<file path="config.mk">
export PLATFORM = sky130hd
export DESIGN_NAME = sme_job_sched_flat
export DESIGN_NICKNAME = d
export VERILOG_FILES = /design/src/rtl/sme_job_sched_if.sv /design/src/rtl/sme_job_sched.sv /design/src/flat_wrapper.sv
export SDC_FILE = /design/constraint.sdc
export NUM_CORES = 1
export LEC_CHECK = 0
export BUFFER_PORTS_ARGS = -buffer_cell sky130_fd_sc_hd__buf_2
export CORE_UTILIZATION = 60
export DETAILED_ROUTE_END_ITERATION = 8
export GPL_TIMING_DRIVEN = 0
export HOLD_SLACK_MARGIN = 0.08
export PLACE_DENSITY = 0.77
export RECOVER_POWER = 50
export SETUP_SLACK_MARGIN = 0.4
export SYNTH_ARGS = -nofsm -noshare
export SYNTH_HDL_FRONTEND = slang
export SYNTH_SLANG_ARGS = --single-unit
export TNS_END_PERCENT = 100
</file>
<file path="constraint.sdc">
create_clock -name clk -period 4.8 [get_ports clk]
set_input_delay 0.48 -clock clk [delete_from_list [all_inputs] [get_ports clk]]
set_output_delay 0.48 -clock clk [all_outputs]
set_load 0.05 [all_outputs]
</file>
<file path="src/rtl/sme_job_sched_if.sv">
// Host load port, SME character port and result port of the SME job scheduler.
// master is the host/SME side, slave is the scheduler itself.
interface sme_job_sched_if #(
  parameter int NPAT = 4
);
  logic            ld_valid;
  logic            ld_type;
  logic            ld_last;
  logic [7:0]      ld_data;
  logic            ld_ready;
  logic            go;
  logic [7:0]      sme_chardata;
  logic            sme_isstring;
  logic            sme_ispattern;
  logic            sme_valid;
  logic            sme_match;
  logic [4:0]      sme_match_index;
  logic            res_valid;
  logic [2:0]      res_id;
  logic            res_match;
  logic [4:0]      res_index;
  logic            done;
  logic [NPAT-1:0] match_vec;
  logic            busy;
  logic            err;

  modport master (
    output ld_valid, ld_type, ld_last, ld_data, go,
    output sme_valid, sme_match, sme_match_index,
    input  ld_ready, sme_chardata, sme_isstring, sme_ispattern,
    input  res_valid, res_id, res_match, res_index, done, match_vec, busy, err
  );

  modport slave (
    input  ld_valid, ld_type, ld_last, ld_data, go,
    input  sme_valid, sme_match, sme_match_index,
    output ld_ready, sme_chardata, sme_isstring, sme_ispattern,
    output res_valid, res_id, res_match, res_index, done, match_vec, busy, err
  );
endinterface

</file>
<file path="src/rtl/sme_job_sched.sv">
// Replays the loaded string plus one pattern per step into the SME and collects verdicts.
// go -> first SME strobe in 1 cycle; ld_ready drops for the whole job, so host loads stall.
module sme_job_sched #(
  parameter int NPAT = 4,
  parameter int SLEN = 32,
  parameter int PLEN = 8,
  parameter int TMO  = 255
) (
  input logic            clk,
  input logic            reset_n,
  sme_job_sched_if.slave bus
);
  localparam int SW  = $clog2(SLEN + 1);
  localparam int SIW = $clog2(SLEN);
  localparam int PW  = $clog2(PLEN + 1);
  localparam int PIW = $clog2(PLEN);
  localparam int NW  = $clog2(NPAT + 1);
  localparam int KW  = (NPAT > 1) ? $clog2(NPAT) : 1;

  typedef enum logic [2:0] {IDLE, LOAD, SEND_S, SEND_P, WAIT, NEXT, FIN} state_t;

  state_t          state, state_n;
  logic [SW-1:0]   cnt, cnt_n;
  logic [2:0]      k, k_n;
  logic [7:0]      str_buf [SLEN];
  logic [7:0]      pat_buf [NPAT][PLEN];
  logic [SW-1:0]   slen;
  logic [PW-1:0]   plen [NPAT];
  logic [NW-1:0]   npat;
  logic [7:0]      tmo_cnt;
  logic            cap_match;
  logic [4:0]      cap_index;
  logic [NPAT-1:0] match_vec;
  logic            err;
  logic [7:0]      chardata_q, chardata_n;
  logic            isstring_q, isstring_n;
  logic            ispattern_q, ispattern_n;

  logic            ld_ready, go_ok, ld_acc, job_empty, timeout;
  logic [KW-1:0]   kidx, kidx_n, widx;
  logic [PW-1:0]   plen_k;

  assign ld_ready  = (state == IDLE) || (state == LOAD);
  assign go_ok     = bus.go && ld_ready;
  assign ld_acc    = bus.ld_valid && ld_ready && !bus.go;
  assign job_empty = (slen == '0) || (npat == '0);
  assign kidx      = k[KW-1:0];
  assign kidx_n    = k_n[KW-1:0];
  assign widx      = npat[KW-1:0];
  assign plen_k    = plen[kidx];
  assign timeout   = (state == WAIT) && !bus.sme_valid && (tmo_cnt == 8'(TMO - 1));

  always_ff @(posedge clk or negedge reset_n) begin
    if (!reset_n) begin
      state <= IDLE;
      cnt   <= '0;
      k     <= '0;
    end else begin
      state <= state_n;
      cnt   <= cnt_n;
      k     <= k_n;
    end
  end

  // State and cnt describe the cycle after the edge, so the SME strobes are registered
  // from the next-state view and go reaches the SME one cycle later.
  always_comb begin
    state_n     = state;
    cnt_n       = cnt;
    k_n         = k;
    isstring_n  = 1'b0;
    ispattern_n = 1'b0;
    chardata_n  = 8'd0;
    unique case (state)
      IDLE, LOAD: begin
        if (bus.go) begin
          k_n   = '0;
          cnt_n = '0;
          if (job_empty) begin
            state_n = FIN;
          end else begin
            state_n = SEND_S;
          end
        end else if (bus.ld_valid) begin
          state_n = LOAD;
        end
      end
      SEND_S: begin
        if (cnt == slen - SW'(1)) begin
          cnt_n   = '0;
          state_n = (plen_k == '0) ? WAIT : SEND_P;
        end else begin
          cnt_n = cnt + SW'(1);
        end
      end
      SEND_P: begin
        if (cnt == SW'(plen_k) - SW'(1)) begin
          cnt_n   = '0;
          state_n = WAIT;
        end else begin
          cnt_n = cnt + SW'(1);
        end
      end
      WAIT: begin
        if (bus.sme_valid || timeout) begin
          state_n = NEXT;
        end
      end
      NEXT: begin
        if (4'(k) + 4'd1 < 4'(npat)) begin
          k_n     = k + 3'd1;
          cnt_n   = '0;
          state_n = SEND_S;
        end else begin
          state_n = FIN;
        end
      end
      FIN: begin
        state_n = IDLE;
      end
      default: begin
        state_n = IDLE;
      end
    endcase

    if (state_n == SEND_S) begin
      isstring_n = 1'b1;
      chardata_n = str_buf[cnt_n[SIW-1:0]];
    end else if (state_n == SEND_P) begin
      ispattern_n = 1'b1;
      chardata_n  = pat_buf[kidx_n][cnt_n[PIW-1:0]];
    end
  end

  always_ff @(posedge clk or negedge reset_n) begin
    if (!reset_n) begin
      chardata_q  <= 8'd0;
      isstring_q  <= 1'b0;
      ispattern_q <= 1'b0;
      slen        <= '0;
      npat        <= '0;
      tmo_cnt     <= 8'd0;
      cap_match   <= 1'b0;
      cap_index   <= 5'd0;
      match_vec   <= '0;
      err         <= 1'b0;
      for (int i = 0; i < SLEN; i++) begin
        str_buf[i] <= 8'd0;
      end
      for (int p = 0; p < NPAT; p++) begin
        plen[p] <= '0;
        for (int j = 0; j < PLEN; j++) begin
          pat_buf[p][j] <= 8'd0;
        end
      end
    end else begin
      chardata_q  <= chardata_n;
      isstring_q  <= isstring_n;
      ispattern_q <= ispattern_n;
      tmo_cnt     <= (state == WAIT) ? tmo_cnt + 8'd1 : 8'd0;

      if (go_ok) begin
        err       <= 1'b0;
        match_vec <= '0;
      end else if (ld_acc) begin
        if (!bus.ld_type) begin
          if (slen < SW'(SLEN)) begin
            str_buf[slen[SIW-1:0]] <= bus.ld_data;
            slen                   <= slen + SW'(1);
          end else begin
            err <= 1'b1;
          end
        end else if (npat < NW'(NPAT)) begin
          if (plen[widx] < PW'(PLEN)) begin
            pat_buf[widx][plen[widx][PIW-1:0]] <= bus.ld_data;
            plen[widx]                         <= plen[widx] + PW'(1);
          end else begin
            err <= 1'b1;
          end
          if (bus.ld_last) begin
            npat <= npat + NW'(1);
          end
        end else begin
          err <= 1'b1;
        end
      end

      // Capture on the WAIT exit edge so match_vec and res_valid appear together in NEXT.
      if (state == WAIT) begin
        if (bus.sme_valid) begin
          cap_match       <= bus.sme_match;
          cap_index       <= bus.sme_match_index;
          match_vec[kidx] <= bus.sme_match;
        end else if (timeout) begin
          cap_match       <= 1'b0;
          cap_index       <= 5'd0;
          match_vec[kidx] <= 1'b0;
          err             <= 1'b1;
        end
      end

      if (state == FIN) begin
        slen <= '0;
        npat <= '0;
        for (int p = 0; p < NPAT; p++) begin
          plen[p] <= '0;
        end
      end
    end
  end

  assign bus.ld_ready      = ld_ready;
  assign bus.sme_chardata  = chardata_q;
  assign bus.sme_isstring  = isstring_q;
  assign bus.sme_ispattern = ispattern_q;
  assign bus.res_valid     = (state == NEXT);
  assign bus.res_id        = (state == NEXT) ? k : 3'd0;
  assign bus.res_match     = (state == NEXT) && cap_match;
  assign bus.res_index     = ((state == NEXT) && cap_match) ? cap_index : 5'd0;
  assign bus.done          = (state == FIN);
  assign bus.match_vec     = match_vec;
  assign bus.busy          = (state == SEND_S) || (state == SEND_P) ||
                             (state == WAIT) || (state == NEXT);
  assign bus.err           = err;

endmodule

</file>
<file path="src/flat_wrapper.sv">
// flat-port wrapper written by rule: the top's interface ports become plain ports
module sme_job_sched_flat 
#(
  parameter int NPAT = 4,
  parameter int SLEN = 32,
  parameter int PLEN = 8,
  parameter int TMO  = 255
)
  (clk, reset_n, bus_ld_valid, bus_ld_type, bus_ld_last, bus_ld_data, bus_go, bus_sme_valid, bus_sme_match, bus_sme_match_index, bus_ld_ready, bus_sme_chardata, bus_sme_isstring, bus_sme_ispattern, bus_res_valid, bus_res_id, bus_res_match, bus_res_index, bus_done, bus_match_vec, bus_busy, bus_err);
  sme_job_sched_if #(.NPAT(NPAT)) bus_i ();
  input logic clk;
  input logic reset_n;
  input wire logic [$bits(bus_i.ld_valid)-1:0] bus_ld_valid;
  input wire logic [$bits(bus_i.ld_type)-1:0] bus_ld_type;
  input wire logic [$bits(bus_i.ld_last)-1:0] bus_ld_last;
  input wire logic [$bits(bus_i.ld_data)-1:0] bus_ld_data;
  input wire logic [$bits(bus_i.go)-1:0] bus_go;
  input wire logic [$bits(bus_i.sme_valid)-1:0] bus_sme_valid;
  input wire logic [$bits(bus_i.sme_match)-1:0] bus_sme_match;
  input wire logic [$bits(bus_i.sme_match_index)-1:0] bus_sme_match_index;
  output wire logic [$bits(bus_i.ld_ready)-1:0] bus_ld_ready;
  output wire logic [$bits(bus_i.sme_chardata)-1:0] bus_sme_chardata;
  output wire logic [$bits(bus_i.sme_isstring)-1:0] bus_sme_isstring;
  output wire logic [$bits(bus_i.sme_ispattern)-1:0] bus_sme_ispattern;
  output wire logic [$bits(bus_i.res_valid)-1:0] bus_res_valid;
  output wire logic [$bits(bus_i.res_id)-1:0] bus_res_id;
  output wire logic [$bits(bus_i.res_match)-1:0] bus_res_match;
  output wire logic [$bits(bus_i.res_index)-1:0] bus_res_index;
  output wire logic [$bits(bus_i.done)-1:0] bus_done;
  output wire logic [$bits(bus_i.match_vec)-1:0] bus_match_vec;
  output wire logic [$bits(bus_i.busy)-1:0] bus_busy;
  output wire logic [$bits(bus_i.err)-1:0] bus_err;
  assign bus_i.ld_valid = bus_ld_valid;
  assign bus_i.ld_type = bus_ld_type;
  assign bus_i.ld_last = bus_ld_last;
  assign bus_i.ld_data = bus_ld_data;
  assign bus_i.go = bus_go;
  assign bus_i.sme_valid = bus_sme_valid;
  assign bus_i.sme_match = bus_sme_match;
  assign bus_i.sme_match_index = bus_sme_match_index;
  assign bus_ld_ready = bus_i.ld_ready;
  assign bus_sme_chardata = bus_i.sme_chardata;
  assign bus_sme_isstring = bus_i.sme_isstring;
  assign bus_sme_ispattern = bus_i.sme_ispattern;
  assign bus_res_valid = bus_i.res_valid;
  assign bus_res_id = bus_i.res_id;
  assign bus_res_match = bus_i.res_match;
  assign bus_res_index = bus_i.res_index;
  assign bus_done = bus_i.done;
  assign bus_match_vec = bus_i.match_vec;
  assign bus_busy = bus_i.busy;
  assign bus_err = bus_i.err;
  sme_job_sched #(.NPAT(NPAT), .SLEN(SLEN), .PLEN(PLEN), .TMO(TMO)) u_core (.clk(clk), .reset_n(reset_n), .bus(bus_i));
endmodule
</file>
==> report_table.html <==
<table>
<tr><th>Metric</th><th>Value</th></tr>
<tr><th colspan="2">Outcome</th></tr>
<tr><td>Run status</td><td>finished, violations left</td></tr>
<tr><td>Failing checks</td><td>capacitance limit, slew limit</td></tr>
<tr><th colspan="2">STA</th></tr>
<tr><td>Slew Limit Headroom</td><td>-64.44%</td></tr>
<tr><td>Worst hold slack after final layout</td><td>0.1236 ns</td></tr>
<tr><td>Setup repair after global routing missed its margin</td><td>true</td></tr>
<tr><td>Actual transition at the worst max-transition pin</td><td>2.467 ns</td></tr>
<tr><td>Total setup violations reported at the end of the flow</td><td>0</td></tr>
<tr><td>Maximum operating frequency</td><td>218.5 MHz</td></tr>
<tr><td>Max Clock Skew</td><td>0.02107 ns</td></tr>
<tr><td>Post-layout min period</td><td>4.577 ns</td></tr>
<tr><td>Portion of the clock cycle consumed by the worst path in the final layout</td><td>95.35%</td></tr>
<tr><td>Number of slew-limit violations in the final report</td><td>283</td></tr>
<tr><td>Final Hold Viols</td><td>0</td></tr>
<tr><th colspan="2">Hold path</th></tr>
<tr><td>Hold Crit Start</td><td>bus_go</td></tr>
<tr><td>Worst hold path class</td><td>in -&gt; reg</td></tr>
<tr><td>Hold-critical path endpoint</td><td>u_core.k[2]$_DFFE_PN0P_</td></tr>
<tr><td>Hold-critical path depth</td><td>2</td></tr>
<tr><th colspan="2">Floorplan</th></tr>
<tr><td>Core area</td><td>45770 um^2</td></tr>
<tr><td>Top-level port count</td><td>49</td></tr>
<tr><td>Total die area</td><td>47760 um^2</td></tr>
<tr><td># rows</td><td>78</td></tr>
<tr><td>Chip Height</td><td>218.5 um</td></tr>
<tr><td>Initial Utilization</td><td>61.47%</td></tr>
<tr><td>Width of the die</td><td>218.5 um</td></tr>
<tr><th colspan="2">Route</th></tr>
<tr><td>Detailed-router iteration count before antenna repair</td><td>8</td></tr>
<tr><td>Wire length after detailed routing</td><td>91.06 mm</td></tr>
<tr><td>Initial drt markers</td><td>2610</td></tr>
<tr><td>Post-detailed-route wirelength per cell</td><td>29.04 um</td></tr>
<tr><td>Antenna violation net count after detailed routing</td><td>0</td></tr>
<tr><td>DR vias</td><td>20846</td></tr>
<tr><td>Vias per cell</td><td>6.647</td></tr>
<tr><td>Post-detailed-route DRC marker count</td><td>0</td></tr>
<tr><th colspan="2">Yosys</th></tr>
<tr><td>Post-Synthesis Cells</td><td>2329</td></tr>
<tr><td>Syn nets</td><td>2372</td></tr>
<tr><td>Number of enable-type register cells in the synthesized netlist</td><td>0</td></tr>
<tr><td>Per-instance average area after synthesis</td><td>12.08 um^2</td></tr>
<tr><td>Sequential element share of the synthesized area</td><td>51.41%</td></tr>
<tr><td>Count of synthesis-stage warnings from yosys</td><td>0</td></tr>
<tr><td>Number of synthesized register bits</td><td>578</td></tr>
<tr><td>Cell area after synthesis</td><td>28140 um^2</td></tr>
<tr><td>Synth async-reset ratio</td><td>100.0%</td></tr>
<tr><td>Dominant synthesized flop cell</td><td>sky130_fd_sc_hd__dfrtp_1</td></tr>
<tr><td>Netlist cell types</td><td>69</td></tr>
<tr><th colspan="2">Setup path</th></tr>
<tr><td>Worst r2r path cells</td><td>17</td></tr>
<tr><td>Worst R2R End</td><td>u_core.bus.sme_chardata[5]$_DFF_PN0_</td></tr>
<tr><td>Worst-path maximum fanout</td><td>10</td></tr>
<tr><td>Critical path launch point type</td><td>flip-flop</td></tr>
<tr><td>Crit Reg-Reg Startpoint</td><td>u_core.k[0]$_DFF_PN0_</td></tr>
<tr><td>Launch point of the critical path</td><td>u_core.k[0]$_DFF_PN0_</td></tr>
<tr><td>Reg-to-reg setup timing slack</td><td>0.22 ns</td></tr>
<tr><td>Crit end category</td><td>flip-flop</td></tr>
<tr><td>Crit path required time</td><td>5.28 ns</td></tr>
<tr><td>Arrival time of data at the critical path endpoint</td><td>5.06 ns</td></tr>
<tr><td>Crit path kind</td><td>reg -&gt; reg</td></tr>
<tr><th colspan="2">Place</th></tr>
<tr><td>Count of buffers inserted at the top-level ports</td><td>40</td></tr>
<tr><td>DPL Wire Length</td><td>61.74 mm</td></tr>
<tr><td>Placement Cell Area</td><td>29230 um^2</td></tr>
<tr><td>Placer's final routability congestion estimate</td><td>0.9894</td></tr>
<tr><th colspan="2">Clock tree</th></tr>
<tr><td>Number of buffers created by CTS</td><td>59</td></tr>
<tr><td>Cell chosen for the clock root</td><td>sky130_fd_sc_hd__clkbuf_16</td></tr>
<tr><td>Worst-Skew Late Latency</td><td>0.64 ns</td></tr>
<tr><td>CTS tree</td><td>built</td></tr>
<tr><td>Number of sinks on the clock net</td><td>578</td></tr>
<tr><td>Maximum clock insertion buffer count</td><td>3</td></tr>
<tr><td>Reg clk slew, reported paths</td><td>0.06 ns</td></tr>
<tr><td>Depth of the CTS H-tree</td><td>2</td></tr>
<tr><th colspan="2">Flow run</th></tr>
<tr><td>Count of max-cap constraint violations</td><td>3</td></tr>
<tr><th colspan="2">Pwr</th></tr>
<tr><td>Power consumption</td><td>18.77 mW</td></tr>
<tr><td>Maximum vdd drop</td><td>0.4908 mV</td></tr>
<tr><td>Leakage</td><td>16.26 nW</td></tr>
<tr><td>Pwr per Cell Area</td><td>569.4 nW/um^2</td></tr>
<tr><th colspan="2">Cells and area</th></tr>
<tr><td>Net count of the finished layout</td><td>2532</td></tr>
<tr><td>Fraction of layout instances using a drive strength above 1</td><td>34.82%</td></tr>
<tr><td>Number of fillers in the final layout</td><td>3133</td></tr>
<tr><td>Total inserted antenna cells</td><td>0</td></tr>
<tr><td>Cell area after layout</td><td>32950 um^2</td></tr>
<tr><td>Core occupancy in the finished layout</td><td>72.00%</td></tr>
<tr><td>Area Growth Syn to Fin</td><td>17.13%</td></tr>
<tr><th colspan="2">Global routing</th></tr>
<tr><td>Initial antenna violation count</td><td>1</td></tr>
<tr><td>GR Util All Layers</td><td>38.63%</td></tr>
<tr><td>Pin count of the biggest net entering global routing</td><td>122</td></tr>
<tr><td>Congestion Overflow GR</td><td>0</td></tr>
<tr><td>Via count of the first global-routing pass</td><td>21076</td></tr>
<tr><td>Global-route wire length before repair</td><td>134.8 mm</td></tr>
</table>
stage by stage:
stage / setup slack [ns] / cells / TNS, ns
after global routing: 0.1921 / 3136 / 0
after global placement: -8.073 / 2969 / -4636.54
after CTS: 0.4144 / 3123 / 0
after detailed placement: -0.7791 / 2974 / -5.258
after floorplan: 0.7336 / 2329 / 0
final: 0.2231 / 3136 / 0
critical path, stage by stage (launching register included):
cell,delay [ns]
sky130_fd_sc_hd__dfrtp_1,0.39
sky130_fd_sc_hd__buf_6,0.15
sky130_fd_sc_hd__mux4_2,0.56
sky130_fd_sc_hd__inv_2,0.11
sky130_fd_sc_hd__ha_4,0.15
sky130_fd_sc_hd__inv_2,0.03
sky130_fd_sc_hd__or3b_4,0.38
sky130_fd_sc_hd__a211oi_4,0.33
sky130_fd_sc_hd__o2bb2ai_4,0.15
sky130_fd_sc_hd__buf_4,0.16
sky130_fd_sc_hd__o311ai_4,0.22
sky130_fd_sc_hd__and2_1,0.16
sky130_fd_sc_hd__buf_4,0.20
sky130_fd_sc_hd__inv_4,0.13
sky130_fd_sc_hd__clkbuf_8,0.23
sky130_fd_sc_hd__o211ai_1,0.26
sky130_fd_sc_hd__nand4_1,0.23
sky130_fd_sc_hd__or4_4,0.57
sequential cells by signal, indices dropped and copies added, names as in the netlist, 4 cells and up:
register                 count
u_core.slen                  6
u_core.str_buf             256
u_core.cap_index             5
u_core.pat_buf             256
u_core.bus.match_vec         4
u_core.cnt                   6
u_core.bus.sme_chardata      8
u_core.tmo_cnt               8
u_core.plen                 16
what timing repair did:
action                                  4_1_cts  5_1_grt
hold buffers                                  5        0
setup buffers                                33       12
gates cloned                                  3        1
pin swaps                                    34       20
endpoints found under the setup margin        8        8
gates resized for setup                     208       52
hold endpoints to repair                     61        0
synthesized netlist by cell type, types with 12 or more instances:
master | n | area share [%]
sky130_fd_sc_hd__dfrtp_1 | 578 | 51
sky130_fd_sc_hd__mux2_2 | 517 | 21
sky130_fd_sc_hd__nand2_1 | 296 | 3.9
sky130_fd_sc_hd__mux2i_1 | 215 | 7.6
sky130_fd_sc_hd__clkbuf_1 | 102 | 1.4
sky130_fd_sc_hd__nor2_1 | 82 | 1.1
sky130_fd_sc_hd__nand3_1 | 75 | 1.3
sky130_fd_sc_hd__a211oi_1 | 36 | 0.96
sky130_fd_sc_hd__and2_1 | 36 | 0.80
sky130_fd_sc_hd__buf_2 | 31 | 0.55
sky130_fd_sc_hd__inv_1 | 27 | 0.36
sky130_fd_sc_hd__ha_1 | 22 | 0.98
sky130_fd_sc_hd__a21oi_1 | 20 | 0.36
sky130_fd_sc_hd__a311oi_1 | 18 | 0.56
sky130_fd_sc_hd__a32oi_1 | 18 | 0.56
sky130_fd_sc_hd__nand4_1 | 18 | 0.40
sky130_fd_sc_hd__xor2_1 | 16 | 0.50
sky130_fd_sc_hd__and3_1 | 15 | 0.33
sky130_fd_sc_hd__nor3_1 | 15 | 0.27
sky130_fd_sc_hd__o211ai_1 | 15 | 0.40
sky130_fd_sc_hd__o21ai_0 | 15 | 0.27
sky130_fd_sc_hd__xnor2_1 | 13 | 0.40
sky130_fd_sc_hd__buf_4 | 12 | 0.32
cell families (layout without fill, tap and decap cells):
kind of cell	count (synthesis)	count (layout)	synth area share [%]
compound gates	181	181	4.981
xor+xnor	29	29	0.9027
fa+ha+maj	22	22	0.9783
buf+inv	189	396	2.908
flops	578	578	51.41
mux	740	740	28.98
simple gates	590	590	9.841
layout make-up:
type / count / area, um^2 / area share, %
buffer: 158 / 1090 / 3.307
clock buffer: 81 / 1709 / 5.186
clock inverter: 27 / 452.9 / 1.374
inverter: 31 / 122.6 / 0.3721
multi-input combinational: 1562 / 13550 / 41.12
sequential: 578 / 14460 / 43.89
tap: 600 / 750.7 / 2.278
timing repair buffer: 99 / 813.3 / 2.468
metal layers:
| metal | global-route usage [%] | share of wire (%) | vias up |
|---|---|---|---|
| li1 | - | - | 8637 |
| met1 | 50.82 | 38 | 10665 |
| met2 | 58.55 | 45 | 1196 |
| met3 | 10.49 | 11 | 346 |
| met4 | 20.23 | 6.1 | 2 |
| met5 | 0 | 0.012 | - |
layout by cell type (no fill, tap or decap), drive strengths merged, types with 11 or more instances in the layout:
| cell type | Yosys | layout |
|---|---|---|
| a211oi | 37 | 37 |
| a21oi | 20 | 20 |
| a311oi | 18 | 18 |
| a31oi | 11 | 11 |
| a32oi | 18 | 18 |
| and2 | 37 | 37 |
| and3 | 15 | 15 |
| buf | 56 | 123 |
| bufinv | 0 | 12 |
| clkbuf | 102 | 210 |
| clkinv | 1 | 11 |
| dfrtp | 578 | 578 |
| ha | 22 | 22 |
| inv | 30 | 31 |
| mux2 | 517 | 517 |
| mux2i | 215 | 215 |
| nand2 | 296 | 296 |
| nand3 | 75 | 75 |
| nand4 | 18 | 18 |
| nor2 | 83 | 83 |
| nor3 | 16 | 16 |
| o211ai | 15 | 15 |
| o21ai | 16 | 16 |
| xnor2 | 13 | 13 |
| xor2 | 16 | 16 |
where the power goes:
part / internal (mW) / switching, mW
Combinational: 3.04 / 5.59
Sequential: 4.96 / 0.0583
Clock: 3.12 / 1.99
worst max-delay path by stage:
| stage | to | slack (ns) |
|---|---|---|
| after global routing | u_core.bus.sme_chardata[4]$_DFF_PN0_ | 0.19 |
| after floorplan | u_core.bus.sme_chardata[1]$_DFF_PN0_ | 0.73 |
| after CTS | u_core.bus.sme_chardata[1]$_DFF_PN0_ | 0.41 |
| after detailed placement | u_core.bus.sme_chardata[1]$_DFF_PN0_ | -0.78 |
| after global placement | u_core.str_buf[184]$_DFFE_PN0P_ | -8.07 |
| final | u_core.bus.sme_chardata[5]$_DFF_PN0_ | 0.22 |
(Power assumes the default switching activity.)
